==> src/rtl/mseq_load_ng.sv <==
// Matrix sequential load unit: packs nibbles from AXI R beats into
// multi-exit lane entries held in a circular buffer and streams them out.
module mseq_load_ng #(
  parameter int unsigned DLEN         = 64,
  parameter int unsigned NrExits      = 2,
  parameter int unsigned AxiDataWidth = 64,
  parameter int unsigned BufDepth     = 4,
  parameter int unsigned RmnWidth     = 8,
  localparam int unsigned EntryNbs    = (DLEN / 4) * NrExits,
  localparam int unsigned BusNbs      = AxiDataWidth / 4,
  localparam int unsigned BusNSize    = $clog2(BusNbs),
  localparam int unsigned OccW        = $clog2(BufDepth) + 1
) (
  input  logic                    clk_i,
  input  logic                    rst_i,
  input  logic                    axi_r_valid_i,
  output logic                    axi_r_ready_o,
  input  logic [AxiDataWidth-1:0] axi_r_data_i,
  input  logic [1:0]              axi_r_resp_i,
  input  logic                    txn_valid_i,
  output logic                    txn_ready_o,
  input  logic [BusNSize-1:0]     txn_addr_lo_i,
  input  logic [BusNSize:0]       txn_lbn_i,
  input  logic [RmnWidth-1:0]     txn_rmn_beat_i,
  input  logic                    txn_is_head_i,
  input  logic                    txn_is_final_i,
  input  logic                    flush_i,
  output logic                    tx_valid_o,
  input  logic                    tx_ready_i,
  output logic [EntryNbs*4-1:0]   tx_data_o,
  output logic [EntryNbs-1:0]     tx_en_o,
  output logic                    tx_last_o,
  output logic [OccW-1:0]         occupancy_o,
  output logic                    err_o
);

  localparam int unsigned WinW = BusNSize + 2;
  localparam int unsigned PtrW = $clog2(EntryNbs) + 1;
  localparam int unsigned NW   = (PtrW > WinW) ? PtrW : WinW;
  localparam int unsigned AW   = $clog2(BufDepth);
  localparam int unsigned EW   = EntryNbs * 4;
  localparam int unsigned SW   = EW + AxiDataWidth;

  typedef enum logic [1:0] {IDLE, ACTIVE, DRAIN} state_e;

  state_e              state_q;
  logic [EW-1:0]       buf_data_q [BufDepth];
  logic [EntryNbs-1:0] buf_en_q   [BufDepth];
  logic [BufDepth-1:0] buf_last_q;
  logic [AW:0]         enq_ptr_q, deq_ptr_q;
  logic [NW-1:0]       bus_nb_cnt_q, seq_nb_ptr_q;
  logic                err_q;
  logic                tx_hold_q;

  logic [AW-1:0]       enq_idx, deq_idx;
  logic                empty, full;
  logic [NW-1:0]       win_lo, win_hi, avail, space, n_nbs, seq_next, rd_off;
  logic                final_beat, deq_fire, commit, split, consume, enq_fire, drain_ack;
  logic [SW-1:0]       bus_shift;
  logic [EW-1:0]       ent_shift;
  logic [EntryNbs:0]   cnt_mask;
  logic [EntryNbs-1:0] wr_en;
  logic [EW-1:0]       wr_data;

  assign enq_idx = enq_ptr_q[AW-1:0];
  assign deq_idx = deq_ptr_q[AW-1:0];
  assign empty   = (enq_ptr_q == deq_ptr_q);
  assign full    = (enq_idx == deq_idx) && (enq_ptr_q[AW] != deq_ptr_q[AW]);

  // Nibble window of the presented beat and room left in the entry being built.
  always_comb begin
    win_lo = txn_is_head_i ? NW'(txn_addr_lo_i) : '0;
    win_hi = (txn_rmn_beat_i == '0) ? NW'(txn_lbn_i) : NW'(BusNbs);
    avail  = win_hi - win_lo - bus_nb_cnt_q;
    space  = NW'(EntryNbs) - seq_nb_ptr_q;
    rd_off = win_lo + bus_nb_cnt_q;
  end

  assign final_beat = txn_is_final_i && (txn_rmn_beat_i == '0);
  assign deq_fire   = !empty && tx_ready_i && !flush_i;
  assign commit     = (state_q == ACTIVE) && axi_r_valid_i && txn_valid_i && !flush_i
                      && (!full || deq_fire);
  assign split      = (avail > space);
  assign n_nbs      = split ? space : avail;
  assign consume    = commit && !split;
  assign seq_next   = seq_nb_ptr_q + n_nbs;
  assign enq_fire   = commit && (split || (seq_next == NW'(EntryNbs)) || final_beat);
  assign drain_ack  = (state_q == DRAIN) && !flush_i;

  assign axi_r_ready_o = consume || drain_ack;
  assign txn_ready_o   = axi_r_ready_o;

  // Align the selected bus nibbles to the entry write position and build the enable mask.
  always_comb begin
    wr_data   = '0;
    bus_shift = {{EW{1'b0}}, axi_r_data_i} >> {rd_off, 2'b00};
    ent_shift = EW'(bus_shift << {seq_nb_ptr_q, 2'b00});
    cnt_mask  = ({{EntryNbs{1'b0}}, 1'b1} << n_nbs) - {{EntryNbs{1'b0}}, 1'b1};
    wr_en     = EntryNbs'(cnt_mask << seq_nb_ptr_q);
    for (int unsigned j = 0; j < EntryNbs; j++) begin
      wr_data[4*j +: 4] = wr_en[j] ? ent_shift[4*j +: 4] : 4'h0;
    end
  end

  // Entry storage: wipe on reset/flush, retire the dequeued slot, merge commit writes.
  always_ff @(posedge clk_i) begin
    if (rst_i || flush_i) begin
      for (int unsigned i = 0; i < BufDepth; i++) begin
        buf_data_q[i] <= '0;
        buf_en_q[i]   <= '0;
      end
      buf_last_q <= '0;
    end else begin
      if (deq_fire) begin
        buf_data_q[deq_idx] <= '0;
        buf_en_q[deq_idx]   <= '0;
        buf_last_q[deq_idx] <= 1'b0;
      end
      // When full, the enq slot is the one leaving this cycle, so the write starts from a clean slot.
      if (commit) begin
        buf_data_q[enq_idx] <= (full ? '0 : buf_data_q[enq_idx]) | wr_data;
        buf_en_q[enq_idx]   <= (full ? '0 : buf_en_q[enq_idx]) | wr_en;
        buf_last_q[enq_idx] <= consume && final_beat;
      end
    end
  end

  // Control FSM, buffer pointers, split counters and sticky error flag.
  always_ff @(posedge clk_i) begin
    if (rst_i) begin
      state_q      <= IDLE;
      enq_ptr_q    <= '0;
      deq_ptr_q    <= '0;
      bus_nb_cnt_q <= '0;
      seq_nb_ptr_q <= '0;
      err_q        <= 1'b0;
    end else if (flush_i) begin
      enq_ptr_q    <= '0;
      deq_ptr_q    <= '0;
      bus_nb_cnt_q <= '0;
      seq_nb_ptr_q <= '0;
      err_q        <= 1'b0;
      if ((state_q == ACTIVE) && (bus_nb_cnt_q != '0)) begin
        state_q <= DRAIN;
      end
    end else begin
      if (enq_fire) begin
        enq_ptr_q <= enq_ptr_q + (AW+1)'(1);
      end
      if (deq_fire) begin
        deq_ptr_q <= deq_ptr_q + (AW+1)'(1);
      end
      if (consume && (axi_r_resp_i != 2'b00)) begin
        err_q <= 1'b1;
      end
      case (state_q)
        IDLE: begin
          if (txn_valid_i) begin
            state_q      <= ACTIVE;
            bus_nb_cnt_q <= '0;
            seq_nb_ptr_q <= '0;
          end
        end
        ACTIVE: begin
          if (commit) begin
            if (split) begin
              seq_nb_ptr_q <= '0;
              bus_nb_cnt_q <= bus_nb_cnt_q + n_nbs;
            end else begin
              bus_nb_cnt_q <= '0;
              if (final_beat || (seq_next == NW'(EntryNbs))) begin
                seq_nb_ptr_q <= '0;
              end else begin
                seq_nb_ptr_q <= seq_next;
              end
              if (final_beat) begin
                state_q <= IDLE;
              end
            end
          end
        end
        DRAIN: begin
          state_q      <= IDLE;
          bus_nb_cnt_q <= '0;
        end
        default: state_q <= IDLE;
      endcase
    end
  end

  // Sanity checks on presented beats and on downstream valid stability.
  always_ff @(posedge clk_i) begin
    if (rst_i) begin
      tx_hold_q <= 1'b0;
    end else begin
      tx_hold_q <= tx_valid_o && !tx_ready_i && !flush_i;
      if ((state_q == ACTIVE) && axi_r_valid_i && txn_valid_i) begin
        assert (win_hi <= NW'(BusNbs));
        assert (avail <= NW'(BusNbs));
        if (txn_rmn_beat_i == '0) begin
          assert (txn_lbn_i != '0);
        end
      end
      if (tx_hold_q) begin
        assert (tx_valid_o);
      end
    end
  end

  assign tx_valid_o  = !empty;
  assign tx_data_o   = buf_data_q[deq_idx];
  assign tx_en_o     = buf_en_q[deq_idx];
  assign tx_last_o   = buf_last_q[deq_idx];
  assign occupancy_o = enq_ptr_q - deq_ptr_q;
  assign err_o       = err_q;

endmodule

==> config.mk <==
export PLATFORM = sky130hd
export DESIGN_NAME = mseq_load_ng
export DESIGN_NICKNAME = d
export VERILOG_FILES = /design/src/rtl/mseq_load_ng.sv
export SDC_FILE = /design/constraint.sdc
export NUM_CORES = 2
export LEC_CHECK = 0
export ABC_AREA = 0
export CAP_MARGIN = 0
export CORE_MARGIN = 1
export CORE_UTILIZATION = 50
export CTS_BUF_LIST = sky130_fd_sc_hd__clkbuf_4
export CTS_CLUSTER_SIZE = 10
export DETAILED_ROUTE_END_ITERATION = 12
export GPL_TIMING_DRIVEN = 0
export PLACE_DENSITY = 0.78
export SYNTH_ARGS = -nofsm -noshare
export SYNTH_HDL_FRONTEND = slang
export SYNTH_SLANG_ARGS = --single-unit
==> constraint.sdc <==
create_clock -name clk_i -period 30.4 [get_ports clk_i]
set_input_delay 7.6 -clock clk_i [delete_from_list [all_inputs] [get_ports clk_i]]
set_output_delay 7.6 -clock clk_i [all_outputs]
set_load 0.01 [all_outputs]
==> summary.md <==
| Metric | Value |
|---|---|
| Status | complete, but fails checks |
| Failing checks | max-capacitance violations, max-slew violations |
| Port buffer count | 258 |
| Skew final | ~0.16 ns |
| Cells taking the most area after synthesis | edfxtp_1 43%, mux4_2 18%, nor2_1 5.7% |
| Final wirelength | between 200000 and 250000 µm |
| Clock transition at path regs | about 0.070 ns |
| HP Class | register to register |
| CTS root buf | clkbuf_4 |
| Max cap viols | 12 |
| Number of flops mapped to enable cells by yosys | 640 |
| # setup viols final | 0 |
| Placed Cells | approximately 5500 |
| Clock Tree Buf Depth | 3 |
| Most Crowded Layer GR | met2 |
| Final core occ | 0.589 |
| Num CTS Buffers | between 150 and 200 |
| Crit path capture type | output port |
| Filler cell count | between 7000 and 8000 |
| Final #Nets | around 4600 |
| Met2 Usage GRT | 0.697 |
| I/O pins | ~260 |
| Worst slew pin tran | between 1.5 and 2 ns |
| Synth warn | 0 |
| Antenna violations before repair | 14 |
| Share of layout cells above drive strength 1 | 0.183 |
| Sequential area share after synthesis | 0.446 |
| Rows | 108 |
| CP max stage delay | 0.58 ns |
| Worst slew margin | -0.225 |
| RSZ-0062 raised after global routing | no |
| Setup TNS | 0 ns |
| Die X | approximately 300 µm |
| Initial Util | 0.509 |
| H-tree depth | 4 |
| GP Congestion | about 1.1 |
| Post-DP Area | around 0.05 mm² |
| Die Area | 0.0900 mm² |
| Prevailing post-synth register cell | edfxtp_1 |
| CP delay by family, top | buffers and inverters |
| Post-cts hold buffer count | 0 |
| Async SR Flop Fraction | 0 |
| Setup CP Type | input pin to output port |
| Clk sinks | roughly 670 |
| Avg Vias per Cell | 7.27 |
| Largest net degree at the start of global routing | 17 |
| Total track usage | 0.479 |
| Power per cell area | ~48 mW/mm² |
| Slowest cell on crit path | nor4_1 |
| Worst Path Max Fanout | 10 |
| First-pass GRT wire length | around 300000 µm |
| CORE AREA | 0.0873 mm² |
| Routed len/inst | ~38 µm |
| Max IR drop VDD | ~0.000045 V |
| DR iter-0 viols | 6863 |
| Antenna Nets Post-Route | 0 |
| Avg Cell Area, Syn | between 10 and 15 µm² |
| Final Max Tran Viols | 66 |
| Max Freq | approximately 46 MHz |
| Post_cts resized | 0 |
| Element type at the critical path start | input pin |
| GR Util met1 | 0.583 |
| Yosys top cell by area | edfxtp_1 |
| Post-detail-place hpwl | 168000 µm |
| Worst-Skew Late Latency | about 1.2 ns |
| Final Non-Filler Cells | 5765 |
| Fin Hold WS | ~0.46 ns |
| Area of the multi-input gates | between 0.02 and 0.025 mm² |
| Final min period | 21.88 ns |
| Critical-path cell list | clkdlybuf4s50_1, nor4_1, and3_1, fa_1, ha_1, clkbuf_1, a21oi_2, o21ai_0, or3_2, and2_1, ha_1, and4_1, and3_1, a31oi_1, buf_2, buf_2, buf_1, nor2_1, a21o_1, buf_4, clkdlybuf4s50_1 |
| Grt met3 use | 0.174 |
| Gate Count Post-Synth | between 3000 and 4000 |
| DP Worst Slack | 8.68 ns |
| Post-CTS setup buffers | 0 |
| Residual DRC | 0 |
| Register area | slightly below 0.02 mm² |
| Leakage power | 18.2 nW |
| Vias | approximately 42000 |
| Hold Violations, Final | 0 |
| Final instance area | 0.0514 mm² |
| Drt first pass iters | 8 |
| Top-count cell post-synth | nor2_1 |
| Top cells by count, synth | 674 x nor2_1, 640 x edfxtp_1, 349 x mux4_2, 311 x nand2_1, 261 x clkbuf_1 |
| Vias in the first global route | 40595 |
| Pwr Total | approximately 2.4 mW |
| Post-Syn Nets | a little over 4000 |
| Yosys top cell area share | 0.433 |
| Crit path buf inv count | 7 |
| Worst Slack Setup Final | 8.52 ns |
| CTS tree | built |
| Area Growth Syn to Fin | 15.7% |
| Critical path required time | 22.80 ns |
| Synth Cell Area | roughly 0.044 mm² |
| Die Y | roughly 300 µm |
| Crit path DAT | between 10 and 15 ns |
| GRT Residual Overflow | 0 |
| Netlist cell types | 100 |
| Fin crit share | 0.720 |
| #FFs+latches synth | between 600 and 700 |
==> cells by family (layout without fill, tap and decap cells) <==
| family | after synthesis | count (layout) | synth area share |
|---|---|---|---|
| simple gates | 1367 | 1367 | 0.134 |
| compound gates | 935 | 935 | 0.147 |
| flops | 669 | 669 | 0.446 |
| mux | 517 | 517 | 0.217 |
| buf+inv | 397 | 1035 | 0.0346 |
| fa+ha+maj | 49 | 49 | 0.0152 |
| xor+xnor | 30 | 30 | 0.00592 |
| other cells | 0 | 8 | 0 |
==> final timing paths <==
path | cells after the start | endpoint | slack, ns | from
worst max-delay path | 21 | txn_ready_o | 8.52 | txn_rmn_beat_i[7]
worst min-delay path | 2 | err_o | 0.46 | err_o
worst min register to register | 2 | err_o | 0.46 | err_o
worst max register to register | 31 | buf_data_q[3][71] | 16.99 | seq_nb_ptr_q[1]
==> power breakdown <==
| part | internal, mW | switching [mW] | total (mW) |
|---|---|---|---|
| logic | 0.177 | 0.413 | 0.591 |
| registers | 1.04 | 0.0187 | 1.06 |
| clock network | 0.380 | 0.408 | 0.789 |
| total | 1.60 | 0.840 | 2.44 |
==> worst min-delay path: stages, from the launching register on <==
cell	delay, ns
dfxtp_1	0.32
inv_1	0.05
a21oi_1	0.05
==> cell usage in the layout (no fill, tap or decap), drive strengths merged, types with 12 or more instances in the layout <==
cell type,instances
nor2,674
edfxtp,640
clkbuf,506
mux4,349
nand2,312
clkdlybuf4s50,258
a21oi,178
buf,169
o21ai,154
mux2i,110
and2,110
nor3,100
a22oi,90
o22ai,84
nand3,59
mux2,58
inv,56
clkinv,44
a211oi,42
ha,41
o211ai,40
o32ai,40
dfxtp,29
o31ai,28
a32oi,27
xnor2,24
a31oi,22
a21o,21
nand2b,20
and3,18
o21a,18
o221ai,16
nor4,16
or3,14
o22a,13
nand4,12
o2bb2ai,12
==> routing by layer <==
metal / part of all wire / vias up
met1: 0.34 / 20479
met5: 0.00016 / -
met3: 0.15 / 845
li1: - / 16615
met4: 0.089 / 6
met2: 0.43 / 3974
==> state kept, by name, summed over array words and instances, names as in the netlist, named ones only <==
| register | flops |
|---|---|
| buf_last_q | 4 |
| buf_en_q | 128 |
| err_o | 1 |
| buf_data_q | 512 |
| state_q | 2 |
| bus_nb_cnt_q | 6 |
| deq_ptr_q | 3 |
| seq_nb_ptr_q | 6 |
| enq_ptr_q | 3 |
==> final cells by class <==
| class | count | area share |
|---|---|---|
| tap | 1155 | 0.0281 |
| inverter | 51 | 0.00377 |
| clock buffer | 244 | 0.0356 |
| clock inverter | 51 | 0.00545 |
| multi-input combinational | 2898 | 0.450 |
| buffer | 346 | 0.0263 |
| timing repair buffer | 343 | 0.0653 |
| sequential | 669 | 0.385 |
| antenna | 8 | 0.000390 |
(Power assumes the default switching activity.)
